$ cat src/rtl/ctech_lib_clk_div_prog.sv
// ctech_lib_clk_div_prog
// Multi-channel programmable clock divider. Each channel makes a flop-driven
// divided clock plus a one-cycle clock enable that precedes every rising edge.
// Ratio changes and stops only take effect at period boundaries, so no
// divided-clock pulse is ever glitched or truncated.
//
// Optional feature macro: CTECH_CLK_DIV_DUTY50_EN
//   When defined, each channel adds a falling-edge flop so odd ratios give an
//   exact 50% duty cycle. When undefined, odd ratios give floor(N/2) high
//   cycles and ceil(N/2) low cycles.
//
// Ports
//   clk        source clock (rising edge; falling edge too with the macro)
//   rst_b      asynchronous active-low reset
//   div_ratio  requested ratio per channel, channel c at [c*DIV_W +: DIV_W]
//   div_en     per-channel run enable (level)
//   upd_req    per-channel ratio-update request (level, held until ack)
//   upd_ack    one-cycle pulse after the requested ratio was latched
//   clkout     divided clocks
//   clken      one-cycle pulse in the cycle before each clkout rising edge
module ctech_lib_clk_div_prog #(
    parameter int unsigned NUM_CH = 1,
    parameter int unsigned DIV_W  = 4
) (
    input  logic                      clk,
    input  logic                      rst_b,
    input  logic [NUM_CH*DIV_W-1:0]   div_ratio,
    input  logic [NUM_CH-1:0]         div_en,
    input  logic [NUM_CH-1:0]         upd_req,
    output logic [NUM_CH-1:0]         upd_ack,
    output logic [NUM_CH-1:0]         clkout,
    output logic [NUM_CH-1:0]         clken
);

    localparam int unsigned ST_W = 2;

    localparam logic [ST_W-1:0] ST_IDLE      = 2'd0;
    localparam logic [ST_W-1:0] ST_RUN       = 2'd1;
    localparam logic [ST_W-1:0] ST_STOP_PEND = 2'd2;

    // Ratios below 2 cannot form a clock; they are stored as 2.
    function automatic logic [DIV_W-1:0] clamp_ratio(input logic [DIV_W-1:0] r);
        return (r < DIV_W'(2)) ? DIV_W'(2) : r;
    endfunction

    for (genvar c = 0; c < NUM_CH; c++) begin : g_ch

        logic [ST_W-1:0]  state_q;
        logic [ST_W-1:0]  state_d;
        logic [DIV_W-1:0] cnt_q;
        logic [DIV_W-1:0] cnt_d;
        logic [DIV_W-1:0] ratio_q;
        logic [DIV_W-1:0] ratio_d;
        logic             clk_q;
        logic             clk_d;
        logic             clken_q;
        logic             clken_d;
        logic             ack_q;
        logic             latch;
        logic             at_end;

        // State, counter and registered outputs.
        always_ff @(posedge clk or negedge rst_b) begin
            if (!rst_b) begin
                state_q <= ST_IDLE;
                cnt_q   <= '0;
                ratio_q <= DIV_W'(2);
                clk_q   <= 1'b0;
                clken_q <= 1'b0;
                ack_q   <= 1'b0;
            end else begin
                state_q <= state_d;
                cnt_q   <= cnt_d;
                ratio_q <= ratio_d;
                clk_q   <= clk_d;
                clken_q <= clken_d;
                ack_q   <= latch;
            end
        end

        // Next state, counter, ratio latch; outputs are derived from the
        // next counter value so clkout rises on the edge that enters cnt=0.
        always_comb begin
            state_d = state_q;
            cnt_d   = cnt_q;
            ratio_d = ratio_q;
            latch   = 1'b0;
            at_end  = (cnt_q == (ratio_q - DIV_W'(1)));

            case (state_q)
                ST_IDLE: begin
                    cnt_d = '0;
                    latch = upd_req[c];
                    if (div_en[c]) begin
                        state_d = ST_RUN;
                    end
                end
                ST_RUN: begin
                    latch = upd_req[c] && at_end;
                    cnt_d = at_end ? '0 : (cnt_q + DIV_W'(1));
                    if (!div_en[c]) begin
                        state_d = ST_STOP_PEND;
                    end
                end
                ST_STOP_PEND: begin
                    latch = upd_req[c] && at_end;
                    cnt_d = at_end ? '0 : (cnt_q + DIV_W'(1));
                    if (div_en[c]) begin
                        state_d = ST_RUN;
                    end else if (at_end) begin
                        state_d = ST_IDLE;
                    end
                end
                default: begin
                    state_d = ST_IDLE;
                    cnt_d   = '0;
                end
            endcase

            if (latch) begin
                ratio_d = clamp_ratio(div_ratio[c*DIV_W +: DIV_W]);
            end

            clk_d   = (state_d != ST_IDLE) && (cnt_d < (ratio_d >> 1));
            clken_d = (state_d == ST_RUN) && (cnt_d == (ratio_d - DIV_W'(1)));
        end

        assign upd_ack[c] = ack_q;
        assign clken[c]   = clken_q;

`ifdef CTECH_CLK_DIV_DUTY50_EN
        logic fall_q;

        // Half-cycle delayed copy stretches the high phase of odd ratios.
        always_ff @(negedge clk or negedge rst_b) begin
            if (!rst_b) begin
                fall_q <= 1'b0;
            end else begin
                fall_q <= clk_q;
            end
        end

        // fall_q is low at every period boundary, so a ratio change is clean.
        assign clkout[c] = clk_q | (fall_q & ratio_q[0]);
`else
        assign clkout[c] = clk_q;
`endif

    end

endmodule

$ cat config.mk
export PLATFORM = sky130hd
export DESIGN_NAME = ctech_lib_clk_div_prog
export DESIGN_NICKNAME = d
export VERILOG_FILES = /design/src/rtl/ctech_lib_clk_div_prog.sv
export SDC_FILE = /design/constraint.sdc
export NUM_CORES = 1
export LEC_CHECK = 0
export ABC_CLOCK_PERIOD_IN_PS = 3600
export CORE_MARGIN = 2
export CORE_UTILIZATION = 56
export CTS_BUF_LIST = sky130_fd_sc_hd__clkbuf_4
export DETAILED_ROUTE_END_ITERATION = 12
export PLACE_DENSITY = 0.8
export SETUP_SLACK_MARGIN = 0.5
export SLEW_MARGIN = 5
export SYNTH_ARGS = -nofsm -noshare
export SYNTH_HDL_FRONTEND = slang
export SYNTH_SLANG_ARGS = --single-unit
export TNS_END_PERCENT = 5
$ cat constraint.sdc
create_clock -name clk -period 3.6 [get_ports clk]
set_clock_uncertainty 0.15 [all_clocks]
set_input_delay 1.08 -clock clk [delete_from_list [all_inputs] [get_ports clk]]
set_output_delay 1.08 -clock clk [all_outputs]
set_load 0.01 [all_outputs]
== Word-level counts from Yosys, hierarchy flattened ==
Index checks and enable logic that the tools add are counted.
W data, S select, Z words.

* Output and inout bits: 3
* Input port bits: 8
* Logic and storage cells: 32
* Bits in registers: 13

* Magnitude comparators: 2
* Reduce and logical (&&, ||, !) cells: 6
* Equal/unequal tests: 5
* Mux-type cells: 10
* Add/subtract/negate cells: 3

{| class="wikitable"
|+ Operators with widths
! kind !! count
|-
| $mux W4 || 4
|-
| $eq A4 B4 Y1 || 2
|-
| $mux W2 || 4
|-
| $sub A4 B1 Y4 const B || 2
|-
| $pmux W2 S3 || 1
|-
| $add A4 B1 Y4 const B || 1
|-
| $eq A2 B1 Y1 const B || 2
|-
| $lt A4 B2 Y1 const B || 1
|-
| $lt A4 B3 Y1 || 1
|-
| $logic_and A1 B1 Y1 || 3
|-
| $eq A2 B2 Y1 const B || 1
|-
| $logic_not A2 Y1 || 1
|-
| $pmux W1 S2 || 1
|-
| $reduce_bool A2 Y1 || 1
|-
| $reduce_or A2 Y1 || 1
|}

== Longest topological paths before layout ==
* Depth in word-level cells: 8
* Depth in mapped cells: 11
* Mapped depth without buffers: 11

== Worst setup path after synthesis ==
OpenSTA, ideal clock, no wires.

* Path type: input port to flip-flop
* Start point: input port upd_req
* End point: register g_ch[0].clken_q (netlist: clken)
* Slack: 218 ps
* Required time: 3339 ps
* Buffers on the path: 0
* Cell stages on the path: 9
* Library setup time: 111 ps
* Data arrival time: 3121 ps
* Path through: nand3b_1 > nor3_1 > a31oi_4 > or3_2 > o21ai_0 > ha_1 > xnor2_1 > or3_1 > a2111oi_2

* Word-level cells in the longest chain between the ends: 6

{| class="wikitable"
|+ Ends and longest elaborated chain
! element !! RTL line !! source
|-
| from (decl) || 29 || <nowiki>input logic [NUM_CH-1:0] upd_req,</nowiki>
|-
| $logic_and A1 B1 Y1 || 99, 106 ||
|-
| $pmux W1 S2 (*) || 90 || <nowiki>case (state_q)</nowiki>
|-
| $mux W4 (*) || 120 || <nowiki>if (latch) begin</nowiki>
|-
| $sub A4 B1 Y4 (*) || 125 || <nowiki>clken_d = (state_d == ST_RUN) && (cnt_d == (ratio_d - DIV_W'(1)));</nowiki>
|-
| $eq A4 B4 Y1 (*) || 125 ||
|-
| $logic_and A1 B1 Y1 (*) || 125 ||
|-
| via g_ch[0].clken_d || 57 || <nowiki>logic clken_d;</nowiki>
|-
| to (signal assigned) || 76 || <nowiki>clken_q <= clken_d;</nowiki>
|-
| to (decl) || 56 || <nowiki>logic clken_q;</nowiki>
|}

The timed path passes the listed nets; every way through them passes the cells marked *.

== Worst setup path in the final report ==
Same ends and word-level chain as after synthesis.

==> run summary <==
The share of cells above drive strength 1 came out at 27.0%. For the total overflow reported by the global router, the log shows 0. Busiest layer in global routing: met2. The tools report the internal power of the cells as 0.641 mW. The power consumption is 1.17 mW, and the width of the chip is 43.9 um. Kind of critical path: input port to register. For this run, the leading register cell type out of synthesis is sky130_fd_sc_hd__dfrtp_1. The required time at the endpoint of the critical path is 3620 ps, and the sequential share of power is 22.9%.

The count of boundary I/O pins was 11. After detailed routing, the number of remaining DRC violations is 0. Net switching is 45.2% of the power.

For the count of final max-slew check failures, the log shows 0. The deepest level of the CTS H-tree is 1, and the top cell type's share of synthesized area is 33.7%. Combinational cells account for 68.9% of the total power. In this run the register-to-register setup slack is 620 ps. Before CTS, the worst setup slack after placement is -60.2 ps. The final critical-path required period was 3020 ps. The worst setup path is launched from an input port. Setup violations remaining at the end of the flow were counted as 0. The final critical path takes up 83.9% of the cycle. The final routed wire length divided by cell count is 16.9 um, and the number of warnings printed during yosys synthesis is 0. The later pin in the worst-skew pair is clocked with a latency of 270 ps.

The tools report the number of antenna violations at the first check in global routing as 0. The flow ran to the end, and the final reports show no timing, DRC or antenna violations. After synthesis the netlist holds a flip-flop and latch count of 13. TritonCTS built the clock tree. After clock tree synthesis, the clock-pin slew on the worst setup and hold paths is 80 ps. The clock passes through at most 2 buffers. The global routing met3 resource utilization is 1.67%, and the final worst slack is 581 ps. The count of placed standard cells in the final layout, fillers left out was 131. The largest net degree at the start of global routing is 14. For this design the static power due to leakage is 0.577 nW. The count of nets left with antenna violations once routing finished came out at 0. Global routing consumed, on the met1 layer, 36.2% of the routing resources. In this run the tool buffered the top-level ports with 10 buffer cells. Timing endpoint of the critical path: clken. Once the floorplan was initialized, standard cells occupied 59.2% of the core.

Number of global-route vias before repair: 825. Number of DRC markers in iteration 0: 18. After synthesis, the cell types taking the most area are sky130_fd_sc_hd__dfrtp_1 34%, sky130_fd_sc_hd__ha_1 11%, sky130_fd_sc_hd__xnor2_1 7.9%. Synthesis produced a netlist whose cell count is 94. Setup repair after global routing could not meet its margin everywhere. The tools report the total wire length after detailed routing as 2210 um. The number of placement rows is 14. The tools report the count of unique library cells instantiated by Yosys as 28. Dividing total power by cell area gives a power density of 969 nW/um2.

Routability-driven placement finished with a final weighted congestion of 0.886. Counting every net in the synthesized netlist gives 110. The number of cell instances on the worst register-to-register path was 11. The detail-routed via count per cell is 5.84, and the part of the Yosys area used for sequential elements is 36.6%.

At the pin with the least slew margin, the transition time is 629 ps. The endpoint of the lowest-slack register-to-register path is clken. Clock tree synthesis inserted a total of 3 buffers. The routed layout has 765 vias. Total routing usage reported by global routing: 26.7%.

The area growth from synthesis to layout is 35.2%. sky130_fd_sc_hd__dfrtp_1 is the most common cell in the netlist. The die footprint came out at 1930 um2.

The number of inserted filler cells in the final layout was 103. The share of flip-flops with an asynchronous set or reset after synthesis was 100%; the number of failing hold endpoints at the final stage was 0. Remaining max-slew budget at the tightest pin: 56.9%. VDD sags by at most 569 uV. After detailed placement, the design holds a cell count of 122. The repair_antennas step left the layout with diodes totalling 0.

The startpoint of the most critical register-to-register path was g_ch[0].state_q[0]. Along the worst path, the maximum fanout reaches 2. The number of nets in the finished design came out at 132.

Static timing analysis puts the maximum clock frequency at 331 MHz. Classification of the worst-slack hold path: register to register. Summing every instance area after synthesis gives 892 um2. The number of max-cap violations is 0. Summed over all instances, the cell type with the most area after synthesis is sky130_fd_sc_hd__dfrtp_1. The nature of the critical path endpoint is a register. For this design, the sink count on the clock tree is 13. The root buffer cell was sky130_fd_sc_hd__clkbuf_4. For the first-pass GRT wire length, the log shows 3690 um.

The clock network is responsible for 8.2% of the overall power. Number of iterations in the first detailed-routing pass: 4. In this run the standard cell core region covers 1510 um2. The number of enable-type register cells in the synthesized netlist came out at 0. The y dimension of the die works out to 43.9 um. In this run the worst setup path begins at upd_req. Data on the critical path arrives at its endpoint at 3040 ps. In this run the power spent charging and discharging nets is 0.528 mW. Global routing used 44.1% of the available met2 tracks. For the total half-perimeter wirelength after legalization and detailed placement, the log shows 1510 um. Counting instances in the post-synthesis netlist gives the leading cell types as 12 x sky130_fd_sc_hd__dfrtp_1, 11 x sky130_fd_sc_hd__inv_1, 9 x sky130_fd_sc_hd__nor2_1. A synthesized cell averages 9.49 um2.
area by class of cell:
| class | instances | area [um2] | share of cell area (%) |
|---|---|---|---|
| Timing Repair Buffer | 18 | 163 | 13.5 |
| Sequential cell | 13 | 329 | 27.3 |
| Multi-Input combinational cell | 69 | 623 | 51.7 |
| Tap cell | 16 | 20.0 | 1.66 |
| Clock buffer | 4 | 30.0 | 2.49 |
| Inverter | 11 | 41.3 | 3.42 |
logic make-up (layout without fill, tap and decap cells):
logic type	after synthesis	count (layout)	share of synthesized area [%]
simple gates	29	29	15.9
flops	13	13	36.6
xor+xnor	14	14	13.7
compound gates	14	14	13.0
fa+ha+maj	8	8	11.2
buf+inv	12	33	5.05
mux	4	4	4.49
worst min path at each step:
stage / start / end / slack (ps) / depth (start not counted)
floorplan: g_ch[0].cnt_q[0] / g_ch[0].cnt_q[0] / 360 / 1
global placement: g_ch[0].cnt_q[0] / g_ch[0].cnt_q[0] / 440 / 1
detailed placement: g_ch[0].cnt_q[0] / g_ch[0].cnt_q[0] / 440 / 1
CTS: g_ch[0].cnt_q[0] / g_ch[0].cnt_q[0] / 460 / 1
global route: g_ch[0].cnt_q[0] / g_ch[0].cnt_q[0] / 500 / 1
finish: g_ch[0].cnt_q[0] / g_ch[0].cnt_q[0] / 470 / 1
metrics by stage:
step,hold slack [ps],TNS [ps],utilization [%],area (um2)
2_1_floorplan,357,0,-,907
3_3_place_gp,435,0,69.4,1050
3_5_place_dp,445,-60.2,69.4,1050
4_1_cts,457,0,75.6,1140
5_1_grt,500,0,80.1,1210
6_report,468,0,80.1,1210
sequential cells by signal, indices dropped and copies added, names as in the netlist:
name,count
clken,1
g_ch.ratio_q,4
g_ch.cnt_q,4
upd_ack,1
g_ch.state_q,2
clkout,1
per-layer routing:
metal,share of wire [%],routed length (um),vias up
met5,0,0,-
met4,1.0,23,0
met3,4.0,88,4
met2,52,1150,23
met1,43,953,375
li1,-,-,363
cells in the final DEF (no fill, tap or decap), drive strengths merged:
cell type      netlist  layout
dlygate4sd2          0       2
and3                 2       2
a311oi               1       1
a21oi                1       1
nand2                5       5
o31ai                1       1
clkbuf               1       4
mux2i                4       4
inv                 11      11
o211ai               1       1
nand3b               1       1
buf                  0       9
xnor2                8       8
nor3                 2       2
dfrtp               12      12
nand3                6       6
and3b                1       1
o31a                 1       1
a2111oi              1       1
dfstp                1       1
a31oi                1       1
clkdlybuf4s50        0       7
or3                  2       2
nor2                 9       9
o221a                1       1
nor2b                1       1
ha                   8       8
o21ai                5       5
xor2                 6       6
o22ai                1       1
critical path, cell delays in order:
cell	delay (ps)
sky130_fd_sc_hd__buf_6	70
sky130_fd_sc_hd__nand3b_1	110
sky130_fd_sc_hd__nor3_4	240
sky130_fd_sc_hd__a31oi_4	120
sky130_fd_sc_hd__or3_4	410
sky130_fd_sc_hd__o21ai_2	70
sky130_fd_sc_hd__ha_2	220
sky130_fd_sc_hd__xnor2_2	120
sky130_fd_sc_hd__buf_4	150
sky130_fd_sc_hd__nand3_4	70
sky130_fd_sc_hd__a2111oi_4	370
power by group through the flow:
stage | Sequential, mW | Clock, mW | Combinational [mW]
6_report | 0.268 | 0.0963 | 0.805
5_1_grt | 0.277 | 0.103 | 0.869
4_1_cts | 0.263 | 0.100 | 0.695
3_5_place_dp | 0.267 | 0 | 0.605
3_3_place_gp | 0.265 | 0 | 0.578
2_1_floorplan | 0.259 | 0 | 0.439
what timing repair did:
action	4_1_cts	5_1_grt
endpoints found under the setup margin	2	1
pin swaps	7	6
gates cloned	0	0
setup buffers	4	1
resized for setup	9	11
hold endpoints to repair	0	0
hold buffers	0	0
Power figures use the tool's default switching activity.
